==> src/rtl/counter_pkg.sv <==
// Shared constants and terminal-value helper for the bn_counter family.
// Optional saturating mode is selected by BN_COUNTER_SAT_EN.
package counter_pkg;

   localparam logic DIR_UP = 1'b1;
   localparam logic DIR_DN = 1'b0;

   function automatic logic term(
      input logic [31:0] q,
      input logic        up,
      input logic [31:0] m
   );
      return (up == DIR_UP) ? (q == m - 32'd1) : (q == 32'd0);
   endfunction

endpackage

==> src/rtl/bn_counter_next.sv <==
// Next-count and terminal detect for one counter digit.
// BN_COUNTER_SAT_EN selects hold-at-terminal instead of wrap.
module bn_counter_next
   import counter_pkg::*;
#(
   parameter int N   = 4,
   parameter int MOD = 2 ** N
) (
   input  logic [N-1:0] q,
   input  logic         up,
   output logic [N-1:0] nxt,
   output logic         at_term
);

   localparam logic [N-1:0] MAXV = N'(MOD - 1);

`ifdef BN_COUNTER_SAT_EN
   localparam logic [N-1:0] UP_END = MAXV;
   localparam logic [N-1:0] DN_END = '0;
`else
   localparam logic [N-1:0] UP_END = '0;
   localparam logic [N-1:0] DN_END = MAXV;
`endif

   assign at_term = term(32'(q), up, 32'(MOD));

   always_comb begin
      nxt = q;
      if (up == DIR_UP)
         nxt = at_term ? UP_END : q + N'(1);
      else
         nxt = at_term ? DN_END : q - N'(1);
   end

endmodule

==> src/rtl/bn_counter.sv <==
// Cascadable N-bit modulo counter with load, direction and sticky overflow.
// Define BN_COUNTER_SAT_EN for saturating instead of wrapping behaviour.
module bn_counter
   import counter_pkg::*;
#(
   parameter int N   = 4,
   parameter int MOD = 2 ** N
) (
   input  logic         clock,
   input  logic         reset_,
   input  logic         ei,
   input  logic         up,
   input  logic         ld,
   input  logic [N-1:0] din,
   input  logic         clr_ov,
   output logic [N-1:0] q,
   output logic         eu,
   output logic         ov
);

   localparam logic [N-1:0] MAXV = N'(MOD - 1);

   logic [N-1:0] nxt;
   logic         at_term;

   bn_counter_next #(
      .N   (N),
      .MOD (MOD)
   ) u_next (
      .q       (q),
      .up      (up),
      .nxt     (nxt),
      .at_term (at_term)
   );

   // eu doubles as the overflow event: a step taken from the terminal value
   assign eu = ei & ~ld & at_term;

   always_ff @(posedge clock) begin
      if (!reset_) begin
         q  <= '0;
         ov <= 1'b0;
      end else begin
         if (ld)
            q <= (din > MAXV) ? MAXV : din;
         else if (ei)
            q <= nxt;
         if (eu)
            ov <= 1'b1;
         else if (clr_ov)
            ov <= 1'b0;
      end
   end

endmodule

==> config.mk <==
export PLATFORM = sky130hd
export DESIGN_NAME = bn_counter
export DESIGN_NICKNAME = d
export VERILOG_FILES = /design/src/rtl/counter_pkg.sv /design/src/rtl/bn_counter_next.sv /design/src/rtl/bn_counter.sv
export SDC_FILE = /design/constraint.sdc
export NUM_CORES = 1
export LEC_CHECK = 0
export ABC_AREA = 1
export ABC_CLOCK_PERIOD_IN_PS = 1500
export CAP_MARGIN = 20
export CORE_AREA = 2 2 39 41
export CTS_CLUSTER_SIZE = 20
export DETAILED_ROUTE_END_ITERATION = 10
export DIE_AREA = 0 0 41 43
export GPL_TIMING_DRIVEN = 0
export PLACE_DENSITY_LB_ADDON = 0.25
export SLEW_MARGIN = 0
export SYNTH_ARGS = -nofsm -noshare
export SYNTH_HDL_FRONTEND = slang
export SYNTH_SLANG_ARGS = --single-unit
export TNS_END_PERCENT = 10
==> constraint.sdc <==
create_clock -name clock -period 1.5 [get_ports clock]
set_input_delay 0.225 -clock clock [delete_from_list [all_inputs] [get_ports clock]]
set_output_delay 0.225 -clock clock [all_outputs]
set_load 0.02 [all_outputs]
# Word-level counts from Yosys, hierarchy flattened
# Cells that the tools add are included.
[totals] ff_bits=5 in_bits=10 word_cells=21
[op_classes] n_addsub=2 n_lt_le_gt_ge=1 n_eq_ne=1 n_mux=9 bitwise=3 reduce_logical=3
[ops] op="$mux W4" n=6
[ops] op="$add A4 B1 Y4 const B" n=1
[ops] op="$eq A4 B4 Y1 const B" n=1
[ops] op="$gt A4 B4 Y1 const B" n=1
[ops] op="$logic_not A4 Y1" n=1
[ops] op="$reduce_bool A2 Y1" n=2
[ops] op="$sub A4 B1 Y4 const B" n=1
[ops] op="$mux W1" n=3
[ops] op="$and A1 B1 Y1" n=2
[ops] op="$not A1 Y1" n=1

# Depth between registers and ports, before layout
# Gate-level depths: netlist (run 1).
[depth] word_depth=6 ltp_mapped=10

# Modules after synthesis
# Synthesis (run 1) repeated with hierarchy kept, for this count alone.
[hier_totals] cells_unflattened=70 hier_area_um2=400.4
[modules_own_cells] module="bn_counter" instances=1 cells_each=38 area_each_um2=237.7 seq_area_each_um2=100.1
[modules_own_cells] module="bn_counter_next" instances=1 cells_each=32 area_each_um2=162.7 seq_area_each_um2=0.0

# Worst setup path before layout (run 1)
# Ideal clock, no wire load.
[synth_path] kind="flip-flop to output port" start="register q[1]" end="output port eu" arrival_ns=1.180 required_ns=1.275 path_slack_ns=0.095 path_stages_with_launch=6 path_cell_list="dfxtp_1 -> ha_1 -> nand3_1 -> o21ai_1 -> nand2_1 -> inv_1"
[synth_between] elab_chain_cells=3 elab_cells_between_ends=4 classes_between="eq/ne (1); mux (1); bitwise (1); reduce/logical (1)"
[synth_lines] item="start, declared" line_no="bn_counter.sv:16" source="output logic [N-1:0] q,"
[synth_lines] item="start signal, assigned" line_no="bn_counter.sv:45" source="q <= (din > MAXV) ? MAXV : din;"
[synth_lines] item="start signal, assigned" line_no="bn_counter.sv:47" source="q <= nxt;"
[synth_lines] item="$eq A4 B4 Y1 / $logic_not A4 Y1 (equally long branches)" line_no="counter_pkg.sv:13" source="return (up == DIR_UP) ? (q == m - 32'd1) : (q == 32'd0);"
[synth_lines] item="$mux W1 (*)" line_no="counter_pkg.sv:13"
[synth_lines] item="$and A1 B1 Y1 (*)" line_no="bn_counter.sv:37" source="assign eu = ei & ~ld & at_term;"
[synth_lines] item="end, declared" line_no="bn_counter.sv:17" source="output logic eu,"
# Mark *: on every way between the ends. The rest lies on a longest branch, timed or not.

# Worst setup path after layout (run 1)
# Same ends and word-level chain as after synthesis.

==> metrics.txt, run 1 <==
Mapped Area 367.9 um^2; Startpoint Class flop; Layout area overhead 79.93%; First-pass DRT Iterations 4; Worst IR Drop VDD 381.0 uV; list of most frequent post-synthesis cells nand2_1, inv_1, nor2_1, dfxtp_1, nand3_1; RSZ-0062 raised after global routing true; Root Driver clkbuf_4; synth warn 0; Synth Register Bits 5; TritonCTS clock tree built; Cells after DPL 92; clock network fraction of total power 33.8%; min-delay worst type input pin to flop; post-DP HPWL 708.8 um; core area 1384 um^2; Worst Skew 0.003628 ns; area post-placement 538.0 um^2; Sw Ratio 32.39%; P per Cell Area 728.5 nW/um^2; Least-Margin Pin Slew 0.2905 ns; fraction of registers with async set/reset 0%; layer with the highest usage met2; largest net degree at the start of global routing 9; count leader, synth nand2_1; area of the die 1763 um^2; LEAKAGE 0.0003200 uW; Die W 41 um; Post-synth EDFFs 0; post-route minimum period 1.513 ns; Layout Cells excl Fill 102; I/O pins 16; final instance area 661.9 um^2; met3 usage 6.283%; final hold violations 0; cts bufs inserted 3; Synth top area share 27.21%; P_sw 156.2 uW; drt wl/cell 10.37 um; met2 GRT Util 20.63%; met1 Usage GRT 13.42%; initial antenna violation count 0; status finished, violations left; # H-tree levels 1; Most used DFF post-synth dfxtp_1; proportion of layout cells with a drive suffix above 1 24.42%; Worst Slack Setup Final -0.01264 ns; Port-buffer cells 15; Post-Syn Nets 73; Max Freq 661.1 MHz; DRC 0; Fill cells 136; Sink Count 5; max_cap viols 0; first-pass GRT wire length 1497 um; vias in the first global route 397; Crit Path Max Fanout 6; synthesized instance count 61; CP endpoint kind output pin; gr usage total 12.32%; post-synthesis sequential area ratio 27.21%; cell row count 14; crit path kind flop to output pin; # diodes 0; antenna-violating nets left 0; max-slew violation count 0; initial DRC count 18; Final setup viols 1; Combinational Power Share 32.8%; Synth Area per Inst 6.030 um^2; max_slew headroom 80.57%; Die Ht 43 um; top cells by area, synth dfxtp_1, nand2_1, inv_1; remaining global-route overflow 0; Synth area leader dfxtp_1; Vias 492; failing checks setup timing; Core Util, Final 47.83%; post-synth cell types 15; Int Power 326.0 uW; WP data required 1.27 ns; Tcrit/Tclk final 100.8%; Starting Density 26.58%; global placement routability congestion 0.6762; Via density 4.824; clock-pin slew on the worst setup and hold paths 0.05 ns; Routed WL 1058 um; sequential cell fraction of total power 33.4%; Clock Latency Late Sink 0.25 ns; clk buf depth 2; CP arrival 1.29 ns; Post-layout nets 99
-- critical path, cell delays in order, from the launching register on --
cell	delay, ns
dfxtp_4	0.39
ha_4	0.15
nand3_2	0.09
o21ai_1	0.14
nand2_1	0.08
inv_1	0.07
buf_6	0.11
-- state kept, by name (all words and copies together) (netlist names) --
name / count
ov: 1
q: 4
-- repair_timing --
action / 4_1_cts / 5_1_grt
hold buffers: 0 / 0
setup endpoints to repair: 5 / 2
pin swaps: 0 / 4
buffers inserted: 1 / 5
gates resized for setup: 16 / 9
-- power groups by stage --
stage | sequential (uW) | clock (uW) | combinational, uW
floorplan | 167 | 0 | 65.3
global placement | 160 | 0 | 131
detailed placement | 160 | 0 | 133
CTS | 158 | 162 | 139
global route | 163 | 167 | 175
finish | 161 | 163 | 158
-- per-layer routing --
layer	wire, um	part of all wire [%]	vias to the layer above
met5	0	0	-
met1	462	44	227
met2	524	50	17
met3	65	6.1	2
li1	-	-	246
met4	6	0.57	0
-- placed cells by master (no fill, tap or decap), drive strengths merged, types with 3 or more instances in the layout --
| master | count |
|---|---|
| o21ai | 3 |
| inv | 10 |
| dfxtp | 5 |
| clkbuf | 4 |
| nand3 | 5 |
| a21oi | 3 |
| nor2 | 6 |
| clkdlybuf4s50 | 10 |
| buf | 7 |
| nand2 | 20 |
-- cell families (layout without fill, tap and decap cells) --
| group | count (synthesis) | count (layout) | synth area share (%) |
|---|---|---|---|
| buffers and inverters | 10 | 35 | 10.20 |
| xor gates and xnor gates | 1 | 1 | 2.381 |
| and+or+nand+nor | 33 | 33 | 36.73 |
| DFF | 5 | 5 | 27.21 |
| adders and majority gates | 2 | 2 | 6.802 |
| AOI/OAI and AO/OA | 10 | 10 | 16.66 |
-- final cells by class --
| cell class | count | area (um^2) | area share [%] |
|---|---|---|---|
| multi-input combinational | 46 | 267.8 | 40.45 |
| timing repair buffer | 21 | 198.9 | 30.06 |
| sequential | 5 | 108.9 | 16.45 |
| inverter | 10 | 40.04 | 6.049 |
| clock buffer | 4 | 26.28 | 3.970 |
| tap | 16 | 20.02 | 3.025 |
-- metrics by stage --
step	TNS (ns)	hold WS, ns	power (uW)	setup slack [ns]
2_1_floorplan	0	0.3854	231.9	0.09498
3_3_place_gp	-0.5561	0.4549	291.5	-0.5561
3_5_place_dp	-0.5563	0.4633	292.7	-0.5563
4_1_cts	-0.05795	0.4721	459.5	-0.05795
5_1_grt	-0.08003	0.4725	505.1	-0.08003
6_report	-0.01264	0.4325	482.2	-0.01264
-- path summary, 6_finish.rpt --
path	cells past startpoint	start	to	slack, ns
worst min register to register	2	ov	ov	0.47
worst max register to register	7	q[1]	ov	0.22
worst min-delay path	4	up	q[1]	0.43
worst max-delay path	6	q[1]	eu	-0.01
No activity file was read; power rests on OpenSTA's default activity.
==> run 2: changes to the inputs <==
--- a/constraint.sdc
+++ b/constraint.sdc
@@ -3,2 +3,2 @@
 set_output_delay 0.225 -clock clock [all_outputs]
-set_load 0.02 [all_outputs]
+set_load 0.005 [all_outputs]
==> metrics.txt, run 2 (synthesized netlist as in run 1, its figures left out) <==
Starting Density 26.58% (unchanged); # H-tree levels 1 (unchanged); Layout area overhead 89.12% (was 79.93%); max-slew violation count 0 (unchanged); CP arrival 1.25 ns (was 1.29 ns); max reg flops 4 (unchanged); most frequent cells in the layout nand2_1, clkdlybuf4s50_1, buf_4 (was nand2_1, clkdlybuf4s50_1, inv_1); pre-CTS setup slack -0.4534 ns (was -0.5563 ns); status finished, final reports clean (was finished, violations left); Max Freq 678.9 MHz (was 661.1 MHz); Post-layout nets 102 (was 99); post-route minimum period 1.473 ns (was 1.513 ns); Crit Path Max Fanout 4 (was 6); vias in the first global route 462 (was 397); Worst Skew 0.002468 ns (was 0.003628 ns); Root Driver clkbuf_4 (unchanged); gr usage total 14.93% (was 12.32%); top flop regs q: 4 flops, ov: 1 flops (unchanged); CP endpoint kind output pin (unchanged); Routed WL 1190 um (was 1058 um); post-DP HPWL 708.8 um (unchanged); crit path kind flop to output pin (unchanged); max_cap viols 0 (unchanged); Top reg by flops q (unchanged); I/O pins 16 (unchanged); remaining global-route overflow 0 (unchanged); area of the die 1763 um^2 (unchanged); Via density 4.924 (was 4.824); P_sw 151.0 uW (was 156.2 uW); Core Util, Final 50.27% (was 47.83%); clk buf depth 2 (unchanged); Tcrit/Tclk final 98.20% (was 100.8%); RSZ-0062 raised after global routing true (unchanged); Combinational Power Share 33.0% (was 32.8%); DRC 0 (unchanged); final hold violations 0 (unchanged); TritonCTS clock tree built (unchanged); WP data required 1.27 ns (about the same); First-pass DRT Iterations 4 (unchanged); largest net degree at the start of global routing 9 (unchanged); Int Power 331.4 uW (was 326.0 uW); initial DRC count 21 (was 18); Sw Ratio 31.30% (was 32.39%); Final setup viols 0 (was 1); Port-buffer cells 15 (unchanged); LEAKAGE 0.0003290 uW (was 0.0003200 uW); Vias 517 (was 492); max_slew headroom 79.66% (was 80.57%); clock network fraction of total power 33.7% (was 33.8%); antenna-violating nets left 0 (unchanged); global placement routability congestion 0.6762 (unchanged); min-delay worst type input pin to flop (unchanged); P per Cell Area 693.4 nW/um^2 (was 728.5 nW/um^2); first-pass GRT wire length 1828 um (was 1497 um); cts bufs inserted 3 (unchanged); sequential cell fraction of total power 33.3% (was 33.4%); # diodes 0 (unchanged); drt wl/cell 11.33 um (was 10.37 um); initial antenna violation count 0 (unchanged); clock-pin slew on the worst setup and hold paths 0.05 ns (about the same); Clock Latency Late Sink 0.25 ns (about the same); Sink Count 5 (unchanged); Worst IR Drop VDD 378.5 uV (was 381.0 uV); core area 1384 um^2 (unchanged); Startpoint Class flop (unchanged); Fill cells 134 (was 136); proportion of layout cells with a drive suffix above 1 30.34% (was 24.42%); cell row count 14 (unchanged); hold slack 0.3949 ns (was 0.4325 ns); Least-Margin Pin Slew 0.3047 ns (was 0.2905 ns); Die W 41 um (unchanged); Worst Slack Setup Final 0.02701 ns (was -0.01264 ns); most common cell after layout, fill and taps aside nand2_1 (unchanged); Die Ht 43 um (unchanged)
[run 2: cell types whose count changed in the layout (fill, tap and decap cells not counted), sizes merged]
cell	change
buf	+3
clkdlybuf4s50	+1
dlygate4sd2	-1
[run 2: routing by layer]
layer  wire length, um  up-vias  GRT usage (%)
li1                  -      254              -
met1               501      242          16.93
met2               609       19          24.38
met3                72        2          6.806
met4                 6        0          3.333
met5                 0        -              0
[run 2: metrics by stage]
stage	cells	area [um^2]	total power (uW)	TNS [ns]
2_1_floorplan	61	367.9	220.9	0
3_3_place_gp	92	538.0	280.1	-0.4529
3_5_place_dp	92	538.0	281.3	-0.4534
4_1_cts	105	678.2	472.7	0
5_1_grt	105	695.7	504.9	-0.006957
6_report	105	695.7	482.4	0
[run 2: critical path, cell delays in order (launching register included)]
cell and delay [ns]:
dfxtp_4 0.38, buf_4 0.13, clkdlybuf4s50_1 0.49
[run 2: final cells by class]
| cell class | instances | area [um^2] | area share (%) |
|---|---|---|---|
| multi-input cells | 46 | 282.8 | 40.65 |
| clock buffers | 4 | 26.28 | 3.777 |
| flip-flops and latches | 5 | 110.1 | 15.83 |
| well taps | 16 | 20.02 | 2.878 |
| repair buffers | 24 | 216.5 | 31.12 |
| inverters | 10 | 40.04 | 5.755 |
[run 2: final timing paths]
check | from | end | slack, ns | cells after the start
setup / recovery | q[1] | q[1] | 0.03 | 2
hold / removal | ld | q[1] | 0.39 | 3
setup reg to reg | q[0] | ov | 0.14 | 9
hold reg to reg | ov | ov | 0.48 | 2
[run 2: timing repair]
item	in CTS	in global routing
pin swaps	5	4
hold buffers	0	0
buffers inserted	12	1
setup endpoints to repair	1	3
gates resized for setup	21	5
[run 2: power groups by stage]
stage               clock network [uW]  logic [uW]  registers (uW)
finish                             163         159             161
global route                       167         175             163
CTS                                162         152             158
detailed placement                   0         121             160
global placement                     0         120             160
floorplan                            0        64.3             157
==> patch 1, RTL diff (flow settings as in run 2) <==
`N` is set to 4 in 2 places; all go to 5.
--- a/src/rtl/bn_counter_next.sv
+++ b/src/rtl/bn_counter_next.sv
@@ -3,7 +3,7 @@
 module bn_counter_next
    import counter_pkg::*;
 #(
-   parameter int N   = 4,
+   parameter int N   = 5,
    parameter int MOD = 2 ** N
 ) (
    input  logic [N-1:0] q,
--- a/src/rtl/bn_counter.sv
+++ b/src/rtl/bn_counter.sv
@@ -3,7 +3,7 @@
 module bn_counter
    import counter_pkg::*;
 #(
-   parameter int N   = 4,
+   parameter int N   = 5,
    parameter int MOD = 2 ** N
 ) (
    input  logic         clock,
Ports: changed (resized din and q); port bits go from 16 to 18. The function was not compared with the original's and may differ.
==> patch 1 against run 2 <==
  * The run now ends with setup timing left
  * Critical path type is now flop to flop
  * Synthesized area grew 31%
  * Sequential power rose by 17%
  * Die area stayed put
  * Worst setup slack got worse by 0.15 ns
  * Clock power decreased by 9.8%
  * Sequential cell count rose by 1
  * Routed wire length up 27%
  * Power up 9.3%
  * Design area rose by 20%
==> patch 1: results (changes against run 2) <==
[logic_synthesis]
synth_area_leaders=dfxtp_1, nand2_1, ha_1  ; was dfxtp_1, nand2_1, inv_1
synthAdderAreaFrac=0.1039  ; was 0.06803
synth_nets=86  ; was 73
syn_area_per_cell_sq_um=6.785  ; was 6.030 sq um
seq_area_frac_synth=0.2494  ; was 0.2721
netlist_top_cells_count=nand2_1, inv_1, nand3_1, a21oi_1, dfxtp_1  ; was nand2_1, inv_1, nor2_1, dfxtp_1, nand3_1
synth_xor_area_frac=0.01818  ; was 0.02381
synth-compound-area-share=0.1844  ; was 0.1667
synth.area.mux_share=0  ; unchanged
ys_types=17  ; was 15

[clock_network]
root_buffer=clkbuf_4  ; unchanged
path_clk_slew_ns=0.04
cts_buffers=3  ; unchanged

[final_layout]
reg_top3=q (5), ov (1)  ; was q (4), ov (1)
drive_above_1_share=0.3431  ; was 0.3034
fin_nets=119  ; was 102

[critical_path]
cp_slowest_stage_delay_ns=0.36  ; was 0.49 ns
critical-path-top-delay-family=simple AND/OR/NAND/NOR gates  ; was buffers and inverters
slowest_stage=dfxtp_4  ; was clkdlybuf4s50_1
cp_data_arrival_time_ns=1.80  ; was 1.25 ns
ff2ff_path_depth=10  ; was 9
r2r-end=q[2]  ; was ov

[global_route]
grt_pass1_wl_mm=2.449  ; was 1.828 mm
grt_pass1_vias=563  ; was 462
grt.total_usage=0.2068  ; was 0.1493

[sta]
skew_ns=0.0006001  ; was 0.002468 ns
worst_slack_ns=-0.1259  ; was 0.02701 ns
finalSetupTns_ns=-0.3226  ; was 0 ns
holdWs_ns=0.4857  ; was 0.3949 ns
tightest_slew_ns=0.3496  ; was 0.3047 ns
setup_viol=4  ; was 0

[route]
wl_mm=1.517  ; was 1.190 mm
first_iter_violations=19  ; was 21
routedWlPerCell_um=12.86  ; was 11.33 um
via_per_inst=5.237  ; was 4.924

[placement]
place_hpwl_um=912.6  ; was 708.8 um
place_inst=104  ; was 92
placed_cell_area_sq_um=671.9  ; was 538.0 sq um
io_buffers=17  ; was 15

[power_and_ir_drop]
peakVddDrop_mv=0.4452  ; was 0.3785 mV
p_leak_nw=0.3897  ; was 0.3290 nW

[run_status]
status=finished with violations  ; was finished clean
violations=setup timing

[min_path]
hold_path_depth=2  ; was 3
holdPathEnd=ov  ; was q[1]
hp-class=flop to flop  ; was input port to flop

-- patch 1: cell type report --
type                    instances  area, sq um
fillers                       136        549.3
multi-input cells              55        356.6
repair buffers                 28        257.7
flip-flops and latches          6        132.6
inverters                       9        33.78
clock buffers                   3        22.52
well taps                      16        20.02
plain buffers                   1        11.26
-- patch 1: where the power goes --
| group | switching [mW] | total [mW] | internal (mW) |
|---|---|---|---|
| clock | 0.0565 | 0.147 | 0.0904 |
| combinational | 0.0902 | 0.193 | 0.102 |
| sequential | 0.0171 | 0.188 | 0.171 |
| total | 0.164 | 0.527 | 0.363 |
-- patch 1: worst max-delay path by stage --
| stage | end | startpoint | slack, ns |
|---|---|---|---|
| floorplan | q[2] | q[0] | 0.08 |
| global placement | eu | q[1] | -0.48 |
| detailed placement | eu | q[1] | -0.51 |
| CTS | eu | q[0] | -0.14 |
| global route | q[2] | q[0] | -0.25 |
| finish | q[2] | q[0] | -0.13 |
-- patch 1: cell families after synthesis --
family	Yosys count
DFF	6
adders and majority gates	4
buffers and inverters	10
AOI/OAI and AO/OA	15
and+or+nand+nor	35
xor gates and xnor gates	1
-- patch 1: repair_timing --
action	CTS	global route
pin swaps	7	3
setup buffers	11	1
hold buffers	0	0
resized for setup	21	5
setup endpoints to repair	6	8
-- patch 1: metal layers --
metal | global-route usage | wire (um) | vias to the layer above
met5 | 0 | 0 | -
met2 | 0.3438 | 813 | 19
met1 | 0.2412 | 619 | 295
met4 | 0.02000 | 0 | 0
met3 | 0.09424 | 84 | 0
li1 | - | - | 304
==> patch 2, RTL diff (flow settings as in run 2) <==
Without the edit above. Add an input register stage for `ei`, `up`, `ld`, `din` and `clr_ov`; this delays them by one clock.
--- a/src/rtl/bn_counter.sv
+++ b/src/rtl/bn_counter.sv
@@ -20,6 +20,20 @@
 
    localparam logic [N-1:0] MAXV = N'(MOD - 1);
 
+   logic ei_q;
+   logic up_q;
+   logic ld_q;
+   logic [N-1:0] din_q;
+   logic clr_ov_q;
+
+   always_ff @(posedge clock) begin
+      ei_q     <= ei;
+      up_q     <= up;
+      ld_q     <= ld;
+      din_q    <= din;
+      clr_ov_q <= clr_ov;
+   end
+
    logic [N-1:0] nxt;
    logic         at_term;
 
@@ -28,26 +42,26 @@
       .MOD (MOD)
    ) u_next (
       .q       (q),
-      .up      (up),
+      .up      (up_q),
       .nxt     (nxt),
       .at_term (at_term)
    );
 
    // eu doubles as the overflow event: a step taken from the terminal value
-   assign eu = ei & ~ld & at_term;
+   assign eu = ei_q & ~ld_q & at_term;
 
    always_ff @(posedge clock) begin
       if (!reset_) begin
          q  <= '0;
          ov <= 1'b0;
       end else begin
-         if (ld)
-            q <= (din > MAXV) ? MAXV : din;
-         else if (ei)
+         if (ld_q)
+            q <= (din_q > MAXV) ? MAXV : din_q;
+         else if (ei_q)
             q <= nxt;
          if (eu)
             ov <= 1'b1;
-         else if (clr_ov)
+         else if (clr_ov_q)
             ov <= 1'b0;
       end
    end
Function: changed (Yosys sat finds a counterexample within 4 cycles, from zero or initial values and one cycle with reset_ low).
==> patch 2 against run 2 <==
  * Synthesized area increased by 49%
  * Die area unchanged
  * Sequential cell count increased by 8
  * Synthesized cell count increased by 18%
  * Power increased by 53%
  * Worst setup slack got worse by 0.017 ns
  * Utilization increased by 10 points
  * Hold slack improved by 0.0033 ns
  * Design area increased by 20%
  * Routed wire length decreased by 12%
==> patch 2: results (changes against run 2) <==
[power_and_ir_drop]
peakVddDrop_mv=0.5051  ; was 0.3785 mV
p_leak_nw=0.3922  ; was 0.3290 nW

[logic_synthesis]
ys_types=19  ; was 15
ys_warn_count=0  ; unchanged
synth_nets=84  ; was 73
synth-edff-count=0  ; unchanged
synth_area_leaders=dfxtp_1, nand2_1, inv_1  ; unchanged
seq_area_frac_synth=0.4749  ; was 0.2721
netlist_top_cells_count=nand2_1, dfxtp_1, inv_1, nor2_1  ; was nand2_1, inv_1, nor2_1, dfxtp_1, nand3_1
synthArstFlopShare=0  ; unchanged
synthFlopType=dfxtp_1  ; unchanged

[route]
wl_met1_um=410  ; was 501 um
first_pass_iters=4  ; unchanged
met3WireLength_um=46  ; was 72 um
route.met2.wl_um=595  ; was 609 um
first_iter_violations=7  ; was 21
top_layer_used=met3  ; was met4
routedWlPerCell_um=9.393  ; was 11.33 um
vias=530  ; was 517

[final_layout]
drive_above_1_share=0.2708  ; was 0.3034
antenna_cells=0  ; unchanged
fin_nets=109  ; was 102
reg_top3=din_q (4), q (4)  ; was q (4), ov (1)

[critical_path]
path_max_fanout=4  ; unchanged
cp_data_arrival_time_ns=1.26
cp_slowest_stage_delay_ns=0.39  ; was 0.49 ns
critical-path-top-delay-family=flip-flops  ; was buffers and inverters
ff2ff_path_depth=11  ; was 9
slowest_stage=dfxtp_4  ; was clkdlybuf4s50_1

[sta]
skew_ns=0.001374  ; was 0.002468 ns
min_period_ns=1.490  ; was 1.473 ns
tightest_slew_ns=0.2583  ; was 0.3047 ns

[run_status]
status=finished clean  ; unchanged

[global_route]
grt_pass1_vias=511  ; was 462
grt.total_usage=0.1614  ; was 0.1493
grt_pass1_wl_mm=1.925  ; was 1.828 mm

[min_path]
hold_path_depth=1  ; was 3
hp-class=input port to flop  ; unchanged

[placement]
gp_congestion=0.7644  ; was 0.6762
place_hpwl_um=755  ; was 708.8 um

[clock_network]
path_clk_slew_ns=0.07  ; was 0.05 ns
cts_buffers=3  ; unchanged

-- patch 2: cell types whose count changed after synthesis, moves of 2 or more --
cell / change
dfxtp_1: +8
nand2_1: +2
nand2_2: +2
nand3_1: -2
nor2_1: -2
o21ai_0: -2
-- patch 2: worst paths after layout --
path	from	to	slack (ns)
max reg2reg	q[0]	q[3]	0.15
max	q[0]	eu	0.01
min	din[2]	din_q[2]	0.40
min reg2reg	din_q[2]	q[2]	0.46
-- patch 2: kinds of logic (layout without fill, tap and decap cells) --
| logic type | Yosys count | count (layout) | synth area share |
|---|---|---|---|
| fa+ha+maj | 2 | 2 | 0.04565 |
| buf+inv | 12 | 36 | 0.08447 |
| xor+xnor | 1 | 1 | 0.01598 |
| compound gates | 9 | 9 | 0.1050 |
| flops | 13 | 13 | 0.4749 |
| simple gates | 35 | 35 | 0.2740 |
-- patch 2: final cells by class --
type | count | area [sq um]
clock buffer | 4 | 26.28
fill | 129 | 546.8
inverter | 12 | 51.30
multi-input combinational | 47 | 279.0
sequential | 13 | 272.8
tap | 16 | 20.02
timing repair buffer | 20 | 187.7
-- patch 2: repair_timing --
action / CTS / global route
endpoints found under the setup margin: 2 / 4
hold buffers: 0 / 0
pin swaps: 3 / 2
resized for setup: 17 / 9
buffers inserted: 5 / 0
-- patch 2: worst register-to-register path, stage by stage (launching register included) --
cell and delay, ns:
dfxtp_4 0.39, inv_4 0.05, ha_4 0.15, inv_2 0.06
nor2_4 0.03, nand2_2 0.06, nand2_2 0.05, buf_4 0.13
o21bai_1 0.12, nand2_1 0.06, nand2_1 0.07, a21oi_2 0.05
-- patch 2: per-stage QoR --
stage          std cells  hold WS, ns  TNS [ns]  setup slack, ns  cell area, sq um
2_1_floorplan         72       0.2527         0           0.1811             548.0
3_3_place_gp         103       0.4507   -0.2711          -0.2711             718.2
3_5_place_dp         103       0.4551   -0.2694          -0.2694             718.2
4_1_cts              112       0.3875  -0.03113         -0.03113             805.8
5_1_grt              112       0.3861  -0.07766         -0.07766             837.1
6_report             112       0.3983         0          0.01029             837.1
-- patch 2: routing by layer --
layer / track usage / vias to the layer above
li1: - / 277
met1: 0.1867 / 240
met2: 0.2563 / 13
met3: 0.04712 / 0
met4: 0.08000 / 0
met5: 0 / -
-- patch 2: report_power, final --
part / internal, mW / total (mW) / switching [mW] / leakage, nW
combinational: 0.0867 / 0.147 / 0.0604 / 0.266
clock: 0.103 / 0.200 / 0.0977 / 0.0150
sequential: 0.366 / 0.391 / 0.0254 / 0.111
total: 0.555 / 0.738 / 0.183 / 0.392
